## src/rtl/hazard_stall_unit.sv

```systemverilog
// hazard_stall_unit
//
// Decode-stage hazard controller and scoreboard. It decides when the
// instruction sitting in ID has to wait because its operands cannot be
// forwarded in time. It also owns the single multi-cycle divider slot: it
// counts the divide's latency, remembers its destination, and raises the
// write-back on the second register-file write port.
//
// Ports:
//   clk, rst           pipeline clock (rising edge), async active-high reset
//   id_*               decoded fields of the instruction in ID
//   ex_Rd, ex_memRead  destination of the EX instruction, and whether it is a load
//   ex_branchTaken     EX redirect (taken branch or jump)
//   pc_stall           hold PC
//   ifid_stall         hold IF/ID
//   ifid_flush         clear IF/ID
//   idex_flush         insert a bubble into ID/EX
//   div_issue          divide leaves ID this cycle
//   div_busy           divider occupied (a new divide must wait)
//   div_wbValid        write-port-2 enable for the divide result
//   div_wbRd           write-port-2 destination
//   scoreboard         pending-write bit per register (bit 0 always 0)

module hazard_stall_unit #(
    parameter int REG_NUM_BITWIDTH = 5,
    parameter int DIV_LATENCY      = 8
) (
    input  logic                        clk,
    input  logic                        rst,
    input  logic                        id_valid,
    input  logic [REG_NUM_BITWIDTH-1:0] id_Rs1,
    input  logic [REG_NUM_BITWIDTH-1:0] id_Rs2,
    input  logic                        id_useRs1,
    input  logic                        id_useRs2,
    input  logic [REG_NUM_BITWIDTH-1:0] id_Rd,
    input  logic                        id_regWrite,
    input  logic                        id_isDiv,
    input  logic [REG_NUM_BITWIDTH-1:0] ex_Rd,
    input  logic                        ex_memRead,
    input  logic                        ex_branchTaken,
    output logic                        pc_stall,
    output logic                        ifid_stall,
    output logic                        ifid_flush,
    output logic                        idex_flush,
    output logic                        div_issue,
    output logic                        div_busy,
    output logic                        div_wbValid,
    output logic [REG_NUM_BITWIDTH-1:0] div_wbRd,
    output logic [31:0]                 scoreboard
);

    localparam logic [7:0] DIV_LOAD = 8'(DIV_LATENCY);

    logic                        active_q;
    logic [7:0]                  div_cnt_q;
    logic [REG_NUM_BITWIDTH-1:0] div_rd_q;
    logic [31:0]                 sb_q;
    logic [31:0]                 sb_d;

    logic rs1_hit;
    logic rs2_hit;
    logic rs1_pending;
    logic rs2_pending;
    logic rd_pending;
    logic load_use;
    logic raw_hazard;
    logic waw_hazard;
    logic struct_hazard;
    logic stall;
    logic redirect;

    // active_q is low while reset is held and during the first cycle after
    // release; the control outputs stay quiet until the pipeline has seen
    // one clean edge.
    always_ff @(posedge clk or posedge rst) begin
        if (rst) begin
            active_q <= 1'b0;
        end else begin
            active_q <= 1'b1;
        end
    end

    assign div_busy    = (div_cnt_q > 8'd1);
    assign div_wbValid = (div_cnt_q == 8'd1);
    assign div_wbRd    = div_rd_q;
    assign scoreboard  = sb_q;

    assign rs1_hit = id_useRs1 && (id_Rs1 != '0);
    assign rs2_hit = id_useRs2 && (id_Rs2 != '0);

    // A register being written back on port 2 this very cycle is no longer
    // a hazard: the register file is write-first, so ID reads the new value.
    assign rs1_pending = sb_q[id_Rs1] && !(div_wbValid && (div_rd_q == id_Rs1));
    assign rs2_pending = sb_q[id_Rs2] && !(div_wbValid && (div_rd_q == id_Rs2));
    assign rd_pending  = sb_q[id_Rd]  && !(div_wbValid && (div_rd_q == id_Rd));

    assign load_use = ex_memRead && (ex_Rd != '0) &&
                      ((rs1_hit && (ex_Rd == id_Rs1)) || (rs2_hit && (ex_Rd == id_Rs2)));
    assign raw_hazard    = (rs1_hit && rs1_pending) || (rs2_hit && rs2_pending);
    assign waw_hazard    = id_regWrite && (id_Rd != '0) && rd_pending;
    assign struct_hazard = id_isDiv && div_busy;

    assign stall    = active_q && id_valid &&
                      (load_use || raw_hazard || waw_hazard || struct_hazard);
    assign redirect = active_q && ex_branchTaken;

    // Redirect wins over a stall: the stalled instruction is on the wrong
    // path, so IF/ID and ID/EX are both flushed and the PC must move.
    assign pc_stall   = stall && !redirect;
    assign ifid_stall = stall && !redirect;
    assign ifid_flush = redirect;
    assign idex_flush = stall || redirect;

    assign div_issue = active_q && id_valid && id_isDiv && !stall && !ex_branchTaken;

    // The counter reaches 1 exactly DIV_LATENCY cycles after the issue
    // cycle; that is the write-back cycle, and a new divide may issue in it.
    always_ff @(posedge clk or posedge rst) begin
        if (rst) begin
            div_cnt_q <= 8'd0;
            div_rd_q  <= '0;
        end else begin
            if (div_issue) begin
                div_cnt_q <= DIV_LOAD;
                div_rd_q  <= id_Rd;
            end else if (div_cnt_q != 8'd0) begin
                div_cnt_q <= div_cnt_q - 8'd1;
            end
        end
    end

    // Clear for the retiring divide first, then set for the issuing one, so
    // a back-to-back divide to the same register keeps its bit pending.
    always_comb begin
        sb_d = sb_q;
        if (div_wbValid) begin
            sb_d[div_rd_q] = 1'b0;
        end
        if (div_issue && (id_Rd != '0)) begin
            sb_d[id_Rd] = 1'b1;
        end
        sb_d[0] = 1'b0;
    end

    always_ff @(posedge clk or posedge rst) begin
        if (rst) begin
            sb_q <= '0;
        end else begin
            sb_q <= sb_d;
        end
    end

endmodule

```

## config.mk

```make
export PLATFORM = sky130hd
export DESIGN_NAME = hazard_stall_unit
export DESIGN_NICKNAME = d
export VERILOG_FILES = /design/src/rtl/hazard_stall_unit.sv
export SDC_FILE = /design/constraint.sdc
export NUM_CORES = 1
export LEC_CHECK = 0
export ABC_AREA = 0
export CORE_UTILIZATION = 60
export CTS_BUF_LIST = sky130_fd_sc_hd__clkbuf_4 sky130_fd_sc_hd__clkbuf_8
export DETAILED_ROUTE_END_ITERATION = 7
export DONT_BUFFER_PORTS = 1
export GPL_ROUTABILITY_DRIVEN = 0
export PLACE_DENSITY = 0.82
export SYNTH_ARGS = -nofsm -noshare
export SYNTH_HDL_FRONTEND = slang
export SYNTH_SLANG_ARGS = --single-unit
```

## constraint.sdc

```tcl
create_clock -name clk -period 2.6 [get_ports clk]
set_input_delay 0.26 -clock clk [delete_from_list [all_inputs] [get_ports clk]]
set_output_delay 0.26 -clock clk [all_outputs]
set_load 0.02 [all_outputs]
```

---- Word level (Yosys, flattened, before mapping) ----
Index checks and enable logic that the tools add are counted.
W data, S select, Z words.
storage, ports and cells
  register bits after elaboration ......... 45
  ROM bits ................................ 0
  bits in latches ......................... 0
  memories kept ........................... 0
  logic and storage cells ................. 80
  output and inout bits ................... 44
  memory bits (writable) .................. 0
  input bits .............................. 29
cells by class
  $add $sub $neg .......................... 1
  muxes and demuxes ....................... 14
  shift operators ......................... 0
  bitwise logic cells ..................... 3
  reduce and logical (&&, ||, !) cells .... 45
  divide/modulo/power cells ............... 0
  equality and inequality tests ........... 6
  $lt $le $gt $ge ......................... 7
  $mul .................................... 0
operators by type and width
  kind                   number
  $mux W32               2
  $and A32 B32 Y32       1
  $not A32 Y32           1
  $or A32 B32 Y32        1
  $logic_and A1 B1 Y1    27
  $eq A5 B5 Y1           5
  $lt A5 B6 Y1 const B   4
  $reduce_bool A5 Y1     4
  $mux W8                2
  $bmux W1 S5            3
  $demux W1 S5           2
  $ge A5 B1 Y1 const B   2
  $eq A8 B1 Y1 const B   1
  $gt A8 B1 Y1 const B   1
  $reduce_bool A8 Y1     1
  $sub A8 B1 Y8 const B  1
  $logic_not A1 Y1       6
  $logic_or A1 B1 Y1     6
  $mux W1                5
  $reduce_bool A2 Y1     1

---- Depth between registers and ports, before layout ----
Gate-level depths: netlist of the first run.
  word-level depth ........................ 15
  mapped depth ............................ 9
  depth with buffers taken out ............ 8

---- Worst setup path before layout of the first run ----
OpenSTA, ideal clock, no wires.
  path type ............................... input-to-output
  from .................................... input port id_Rs2[0]
  to ...................................... output port pc_stall
  required time ........................... 2.340 ns
  stages .................................. 8
  buffers on the path ..................... 2
  arrival ................................. 2.228 ns
  setup slack ............................. 0.112 ns
  path through ............................ buf_2 -> mux4_2 -> mux2_2 -> o31a_1 -> nand4_1 -> nand4_1 -> and4b_1 -> buf_4
on the way
  cells in the longest elaborated chain, start to end .. 11
  elaborated cells between the ends (all ways) .. 19
  classes of those cells .................. eq/ne: 2; mux: 2; reduce/logical: 15
ends and longest elaborated chain
  item                                                                 RTL line  RTL
  start: declaration                                                   32        input logic [REG_NUM_BITWIDTH-1:0] id_Rs2,
  parallel branches: the longest is 6 deep, another holds $bmux W1 S5  --
  $logic_or A1 B1 Y1 (*) (3 in series)                                 104       (load_use || raw_hazard || waw_hazard || struct_hazard);
  $logic_and A1 B1 Y1 (*)                                              103       assign stall = active_q && id_valid &&
  $logic_and A1 B1 Y1 (*)                                              --
  end: declaration                                                     41        output logic pc_stall,
Every way passes the cells marked *. The select of a mux whose other input is x is not followed.

---- Worst setup path after layout of the first run ----
  from .................................... register sb_q[15], in the netlist scoreboard[15]
  to ...................................... output port pc_stall
on the way
  cells in the longest elaborated chain, start to end .. 10
  elaborated cells between the ends (all ways) .. 18
  classes of those cells .................. mux: 6; reduce/logical: 12
ends and longest elaborated chain
  item                                           RTL line  RTL
  start: declaration                             57        logic [31:0] sb_q;
  start signal: assignment                       147       sb_q <= '0;
  start signal: assignment                       149       sb_q <= sb_d;
  $bmux W1 S5, on equally long branches          93, 94
  $mux W1, on equally long branches              93, 94
  $logic_and A1 B1 Y1, on equally long branches  93, 94
  $logic_and A1 B1 Y1                            99        assign raw_hazard = (rs1_hit && rs1_pending) || (rs2_hit && rs2_pending);
  $logic_or A1 B1 Y1                             99
  $logic_or A1 B1 Y1                             104
  $logic_or A1 B1 Y1 (*) (2 in series)           104
  $logic_and A1 B1 Y1 (*)                        103
  $logic_and A1 B1 Y1 (*)                        --
Every way passes the cells marked *; elsewhere a longest branch is shown, timed or not. The select of a mux whose other input is x is not followed.

==> results of run 1 <==
==> cell usage in the layout (no fill, tap or decap), drive strengths merged, types with 2 or more instances in the layout <==
master	n
buf	36
mux2i	17
or4	3
ha	3
nor2b	4
nor2	22
conb	2
and3	3
dfrtp	45
xor2	19
a31oi	3
nand2b	3
inv	4
o21ai	69
mux2	12
nand3	8
xnor2	11
or3	3
and2	3
a21oi	2
nor4	4
o22ai	2
clkinv	2
clkbuf	5
a211oi	2
nand2	45
nor3	14
nand3b	5
bufinv	2
nand4	6
mux4	15
==> power breakdown <==
| part | switching [mW] | internal (mW) |
|---|---|---|
| Clock | 0.248 | 0.382 |
| Sequential | 0.109 | 0.778 |
| Combinational | 0.279 | 0.231 |
| Total | 0.637 | 1.39 |
==> flip-flops by register name, summed over array words and instances, names as in the netlist <==
signal and flops:
scoreboard 31, active_q 1, div_cnt_q 8, div_wbRd 5
==> cell usage after synthesis, drive strengths merged, types with 4 or more instances <==
library cell / number
xnor2: 11
nor2b: 4
clkbuf: 11
mux4: 15
nand2: 45
mux2: 12
o21ai: 69
nor4: 4
nand3b: 5
nand4: 6
nand3: 8
xor2: 19
buf: 18
nor3: 14
nor2: 22
dfrtp: 45
inv: 5
mux2i: 17
==> timing repair <==
item	in CTS	in global routing
setup buffers	4	5
endpoints found under the setup margin	5	4
gates resized for setup	7	10
pin swaps	5	9
==> per-stage QoR <==
step	hold WS, ps	cells	utilization (%)
finish	-5.88	461	69.5
global route	61.8	461	69.5
floorplan	464	374	-
detailed placement	344	444	64.5
CTS	8.04	456	68.1
global placement	335	444	64.5
==> how the worst max path moves through the flow <==
stage,from,to,slack (ps),cells past startpoint
after floorplan,id_Rs2[0],pc_stall,110,8
final,scoreboard[15]$_DFF_PP0_,pc_stall,-60,7
after CTS,scoreboard[11]$_DFF_PP0_,pc_stall,-80,7
after detailed placement,div_cnt_q[7]$_DFFE_PP0P_,pc_stall,20,7
after global placement,scoreboard[17]$_DFF_PP0_,pc_stall,90,6
after global routing,scoreboard[15]$_DFF_PP0_,pc_stall,-100,7
==> layer usage <==
layer	share of wire, %	up-vias	global-route usage, %
li1	-	1375	-
met1	39	1499	43.9
met2	48	219	53.5
met3	10	21	8.21
met4	2.4	0	17.4
met5	0	-	0
==> cell type report <==
type                    instances  area (um^2)
multi-input cells             295         2150
fillers                       407         1670
flip-flops and latches         45         1130
repair buffers                 36          278
well taps                      72         90.1
clock buffers                   5         68.8
clock inverters                 3         65.1
inverters                       5         18.8
==> cell families (layout without fill, tap and decap cells) <==
group / count (synthesis) / count (layout)
XOR/XNOR: 30 / 30
other: 2 / 2
adder cells (fa/ha/maj): 3 / 3
flip-flops: 45 / 45
AO/OA/AOI/OAI: 89 / 89
buffers and inverters: 34 / 49
multiplexers: 44 / 44
AND/OR/NAND/NOR: 127 / 127
==> results.md, run 1 <==
Detailed routing:
- In the routed layout, each cell is associated on average with a via count of 6.75.
- The DRC violations left is 0.
- After detailed routing, the average wire length per cell comes to 21.4 um.
- The final layout contains routed wiring with a total length of 9860 um.
- The first-pass iteration count of the detailed router is 6.
- The first routing iteration left 365 violations.
- For this block, the via count after detailed routing is 3114.
- The count of nets left with antenna violations after detail routing is 0.

Logic synthesis:
- The cell area that synthesis handed to floorplanning was 3390 um^2.
- The basic-gate share of the synthesized area counting and, or, nand and nor cells is 18.9%.
- Counting flops and latches in the post-synthesis netlist gives 45.
- The library cell occupying the most area in the post-synthesis netlist is dfrtp_1.
- The number of enable flip-flop cells after synthesis is 0.
- The warning count from the yosys run is 0.
- The synthesized netlist devotes 14.7% of its cell area to compound gates.
- The adder-cell share of the synthesized area is 1.11%.
- By area, the combinational part of the netlist is dominated by multiplexers.
- Ranked by total cell area, the synthesized netlist is headed by dfrtp_1 33%, mux4_2 10%, o21ai_0 5.8%, mux2i_1 5.0%, nand2_1 5.0%.
- The fraction of synthesized cell area in xor and xnor cells is 7.74%.
- Synthesis produced a netlist whose cell count is 374.
- After synthesis, the share of cell area in mux cells is 19.0%.
- The proportion of register bits with asynchronous set or reset after synthesis is 100%.
- The commonest register cell after synthesis is dfrtp_1.
- The fraction of post-synthesis cell area in the top cell type by area is 33.2%.
- The number of nets in the synthesized netlist is 406.
- In this run, distinct cell masters in the synthesized netlist total 50.
- The mean instance size in the synthesized netlist is 9.07 um^2.
- The share of the Yosys chip area taken by registers is 33.2%.

Clock network:
- TritonCTS created 5 clock buffers.
- The H-tree depth is 2.
- Buffers inserted to repair hold after CTS numbered 0.
- The clock reaches the later pin of the worst-skew pair after 310 ps.
- The clock passes through at most 2 buffers.
- The clock edge transition at the registers on the reported setup and hold paths is 90 ps.
- CTS placed an instance of clkbuf_8 at the clock tree root.
- TritonCTS built the clock tree.
- The clock sink count is 45.

Pwr:
- For this design the static power due to leakage is 1.35 nW.
- The power density over the cells is 533 nW/um^2.
- IR analysis of the VDD net gives a maximum drop of 296 uV.
- Power comes to 2.03 mW.

Timing:
- Dividing the final minimum period by the clock period gives 102%.
- Based on the critical path, the design can be clocked at up to 376 MHz.
- For the pin with the worst max-slew slack, the measured transition is 1160 ps.
- The final total negative setup slack is -135 ps.
- The count of endpoints failing hold in the final timing report is 24.
- The minimum clock period after layout is 2660 ps.
- Setup repair after global routing could not meet its margin everywhere.
- The count of final max-slew check failures is 0.
- Setup violations remaining at the end of the flow were counted as 4.
- Hold timing on the final database bottoms out at a slack of -5.88 ps.
- Measured against its own limit, the worst slew margin works out to 22.3%.
- Across all setup checks in the final design, the least slack found is -57.3 ps.
- The setup skew after layout is 5.37 ps.

Floorplanning:
- The number of placement rows is 27.
- The die span in y is 77.2 um.
- The initial utilization of the core area, before any placement, comes to 62.0%.
- The count of pins on the block boundary is 73.
- The floorplan die area is 5960 um^2.
- The floorplan step set the die width to 77.2 um.
- The total area inside the core boundary comes to 5470 um^2.

Placement:
- Timing analysis after detailed placement gives a worst setup slack of 20.9 ps.
- The number of buffer cells added on primary ports is 0.
- The HPWL after detailed placement is 6850 um.
- The cell area after placement is 3530 um^2.

GRT:
- The total congestion overflow after global routing is 0.
- For this run, the total global-route usage over all layers was measured as 34.1%.
- The maximum number of pins on one net before global-route repair is 33.
- The first global-routing pass estimated 15400 um of wire.
- The initial antenna violation count is 0.
- The number of global-route vias before repair came to 3098.

Outcome:
- The run finished, with violations left.
- The checks that failed: negative hold slack, negative setup slack.

Critical path:
- Counting both buffers and inverters, the worst setup path holds a total of 1.
- In this design, the critical path's most frequently occurring cell is nand4_1.
- The launch instance of the worst register-to-register path is scoreboard[15]$_DFF_PP0_.
- The depth of the worst register-to-register path is 10.
- The cell type of the slowest stage on the worst timing path is mux4_2.
- On the critical path the largest part of the delay comes from multiplexers.
- At the worst endpoint, the required time is 2340 ps.
- The endpoint of the worst-slack reg-to-reg timing path is scoreboard[10]$_DFF_PP0_.
- On the worst path, the slowest cell contributes a delay of 470 ps.
- Traced cell by cell, the critical path runs through buf_6, mux4_2, mux2_4, o31a_1, nand4_1, nand4_1, and4b_2.
- The data arrival at the endpoint of the critical path is 2400 ps.
- The category of the critical setup timing path is reg2out.
- STA classifies the critical path startpoint as a flop.
- The sort of element at the end of the critical path is a primary output.
- In this run the worst path has a maximum fanout of 3.
- The setup check on the worst reg-to-reg path leaves a slack of 0 ps.

Finish:
- The final-stage net count is 420.
- 0 antenna diodes ended up in the layout.
- The post-route netlist has 21.9% of its cells at a drive strength greater than 1.
- From synthesis to final layout, the design area changed by 12.1%.
- The final instance area is 3800 um^2.

Worst hold path:
- The type of the worst min-delay path is in2async.

Flow run:
- The tool flagged a number of max-cap violations equal to 0.
(Power assumes the default switching activity.)
==> run 2, diff against run 1 <==
GPL_ROUTABILITY_DRIVEN = 1   (was 0)
==> results of run 2 <==
Same layout as run 1: the final DEF is identical, and so are final timing and power.
==> run 3, diff against run 2 <==
CTS_CLUSTER_DIAMETER = 150   (was unset)
GPL_TIMING_DRIVEN = 0   (was unset)
==> run 3 against run 2 <==
  * Critical endpoint unchanged
  * Register-to-register slack better by 70 ps
  * Die area is the same
  * The flow finishes with violations (negative setup slack)
  * Clock skew is 0.82 ps higher
  * Largest cell class unchanged
==> results.md, run 3 (synthesis gave the netlist of run 1 again) <==
Outcome:
- The flow ran to the end, but the final reports show violations.
- The checks that failed: negative setup slack.

Placement:
- The final RePlAce weighted congestion is 0.983.
- The number of buffer cells added on primary ports is 0 (unchanged).
- The cell area after placement is 3510 um^2 (-0.57%).
- The HPWL after detailed placement is 7060 um (+3.0%).

Finish:
- The library cells used most frequently in the layout, excluding fill and tap cells, are 45 x nand2_1, 38 x o21ai_0, 30 x dfrtp_1.
- The number of flip-flops under the largest register name is 31 (unchanged).
- The library cell used most frequently in the layout, excluding fill and tap cells, is nand2_1.
- The share of layout cells above drive strength 1 is 23.4% (+1.5 points).
- The layout overhead on the synthesized area is 10.4%.
- The final-stage net count came to 422 (+0.48%).
- The final instance area is 3740 um^2 (-1.5%).
- The total inserted antenna cells is 0 (unchanged).
- The utilization of the core after routing is 68.4% (-1.1 points).

Floorplanning:
- The die span in y is 77.2 um (unchanged).
- The floorplan die area came to 5960 um^2 (unchanged).
- The core area came to 5470 um^2 (unchanged).
- The count of pins on the block boundary is 73 (unchanged).
- The number of placement rows is 27 (unchanged).
- The initial core utilization is 62.0% (unchanged).
- The die width is 77.2 um (unchanged).

Timing:
- The ratio of final minimum period to clock period is 106% (+3.7 points).
- The worst-case setup margin in the final layout is -154 ps (-96.4 ps).
- The count of final max-slew check failures came to 0 (unchanged).
- The final-layout worst hold slack is 189 ps (+195 ps).
- The setup skew after layout is 6.19 ps (+0.821 ps).
- The pin slew with the least headroom to its limit is 851 ps (-306 ps).
- The final total negative setup slack is -395 ps (-261 ps).
- The worst max-slew margin expressed relative to the limit came to 43.0% (+21 points).
- The final setup violation count is 4 (unchanged).
- The peak clock frequency supported by timing is 363 MHz (-3.5%).
- Setup repair after global routing could not meet its margin everywhere.
- The count of endpoints failing hold in the final timing report is 0 (-100%).
- The minimum clock period after layout is 2750 ps (+96.4 ps).

Detailed routing:
- The final routed wirelength across all metal layers was 10100 um (+2.0%).
- The first-pass iteration count of the detailed router came to 7 (+1).
- The DRC violation total after the first TritonRoute iteration was 261 (-28%).
- The number of vias per cell after detailed routing was 6.73 (-0.35%).
- The count of nets left with antenna violations after detail routing is 0 (unchanged).
- The average detailed-routed wire length per instance is 21.8 um (+2.0%).
- The via count of the routed design is 3103 (-0.35%).
- The DRC violations left came to 0 (unchanged).

Critical path:
- The setup slack of the most critical reg-to-reg path was 70 ps (+70 ps).
- The maximum cell stage delay along the critical path is 500 ps (+30 ps).
- The sort of element at the end of the critical path is a primary output.
- The maximum fanout encountered on the critical timing path was 5 (+2).
- The kind of start point of the critical path is a flop.
- The required time of the worst setup path is 2340 ps (about the same).
- The critical path goes through mux4_2, mux2_4, a211o_1, nand4_1, nand4_1, and4b_2, buf_6.
- The combined buffer and inverter count along the critical path is 1 (unchanged).
- The slowest stage of the critical path belongs to the cell mux4_2.
- The critical path in this run is classified as reg2out.
- The number of logic stages on the critical path including buffering is 7 (unchanged).
- The depth of the worst register-to-register path is 7 (-3).
- The cell type group with the largest total delay on the critical path is multiplexers.
- In this run the critical register-to-register path is captured at scoreboard[5]$_DFF_PP0_.
- The data arrival at the endpoint of the critical path is 2490 ps (+90 ps).
- The launch instance of the worst register-to-register path is div_cnt_q[4]$_DFFE_PP0P_.
- The most common cell type on the critical path is nand4_1.

Clock network:
- The clock edge transition at the registers on the reported setup and hold paths was 80 ps (about the same).
- The clock sink count is 45 (unchanged).
- The maximum number of buffers from clock root to sink is 2 (unchanged).
- The H-tree depth was 2 (unchanged).
- TritonCTS built the clock tree.
- The root buffer selected by CTS is clkbuf_8.
- The number of clock buffers inserted by TritonCTS is 5 (unchanged).
- The insertion delay of the later-clocked pin in the worst-skew pair is 300 ps (about the same).

GRT:
- The total routing resource utilization after global routing is 34.8% (+0.72 points).
- The wire length of the first global-routing pass is 15900 um (+3.2%).
- The initial antenna violation count is 0 (unchanged).
- The total congestion overflow after global routing was 0 (unchanged).
- The number of global-route vias before repair is 3135 (+1.2%).
- The maximum number of pins on one net before global-route repair was 24 (-27%).

Pwr:
- The overall power was 1.85 mW (-8.8%).
- The worst voltage drop across the vdd grid was 289 uV (-2.2%).
- The power density over the cells is 494 nW/um^2 (-7.4%).
- The leakage power summed over all cells is 1.30 nW (-3.6%).

Worst hold path:
- For hold timing, the worst endpoint is scoreboard[3]$_DFF_PP0_.
- The worst hold path passes through 3 cells.
- In this run the most critical hold path is launched from id_Rd[4].
- The worst hold path belongs to the class in2reg.

Flow run:
- The max-capacitance violation count is 0 (unchanged).
## run 3: how the worst max path moves through the flow
stage	from	end	slack (ps)
2_1_floorplan	id_Rs2[0]	pc_stall	110
3_3_place_gp	id_Rd[3]	pc_stall	-270
3_5_place_dp	id_Rd[0]	pc_stall	-250
4_1_cts	scoreboard[15]$_DFF_PP0_	pc_stall	-160
5_1_grt	div_cnt_q[4]$_DFFE_PP0P_	pc_stall	-240
6_report	scoreboard[15]$_DFF_PP0_	pc_stall	-150
## run 3: layout make-up
class	count	area, um^2
inverter	5	18.8
buffer	29	170
clock inverter	1	5.00
sequential	45	1140
tap	72	90.1
clock buffer	5	68.8
fill	425	1730
timing repair buffer	9	90.1
multi-input combinational	295	2160
## run 3: tightest hold or removal path, cell delays in order
cell     delay [ps]
nor3_1           70
nand2_1          70
o21ai_1          50
## run 3: metrics by stage
| step | std cells | worst slack, ps |
|---|---|---|
| 4_1_cts | 458 | -159 |
| 3_5_place_dp | 447 | -254 |
| 6_report | 461 | -154 |
| 5_1_grt | 461 | -240 |
| 2_1_floorplan | 374 | 112 |
| 3_3_place_gp | 446 | -274 |
## run 3: report_power, final
group	leakage, nW	internal [mW]	switching (mW)
Clock	0.0399	0.177	0.235
Sequential	0.439	0.779	0.112
Combinational	0.819	0.235	0.312
Total	1.30	1.19	0.659
## run 3: per-layer routing
metal  up-vias  track usage (%)  part of all wire (%)
met3        32             7.86                   9.0
met1      1508             45.3                    41
li1       1379                -                     -
met2       184             55.8                    47
met4         0             14.5                   3.0
met5         -                0                     0
## run 3: what timing repair did
item,in CTS,in global routing
setup endpoints to repair,48,41
setup buffers,4,3
gates resized for setup,23,16
endpoints found under the hold margin,22,0
pin swaps,8,9
hold buffers,1,0
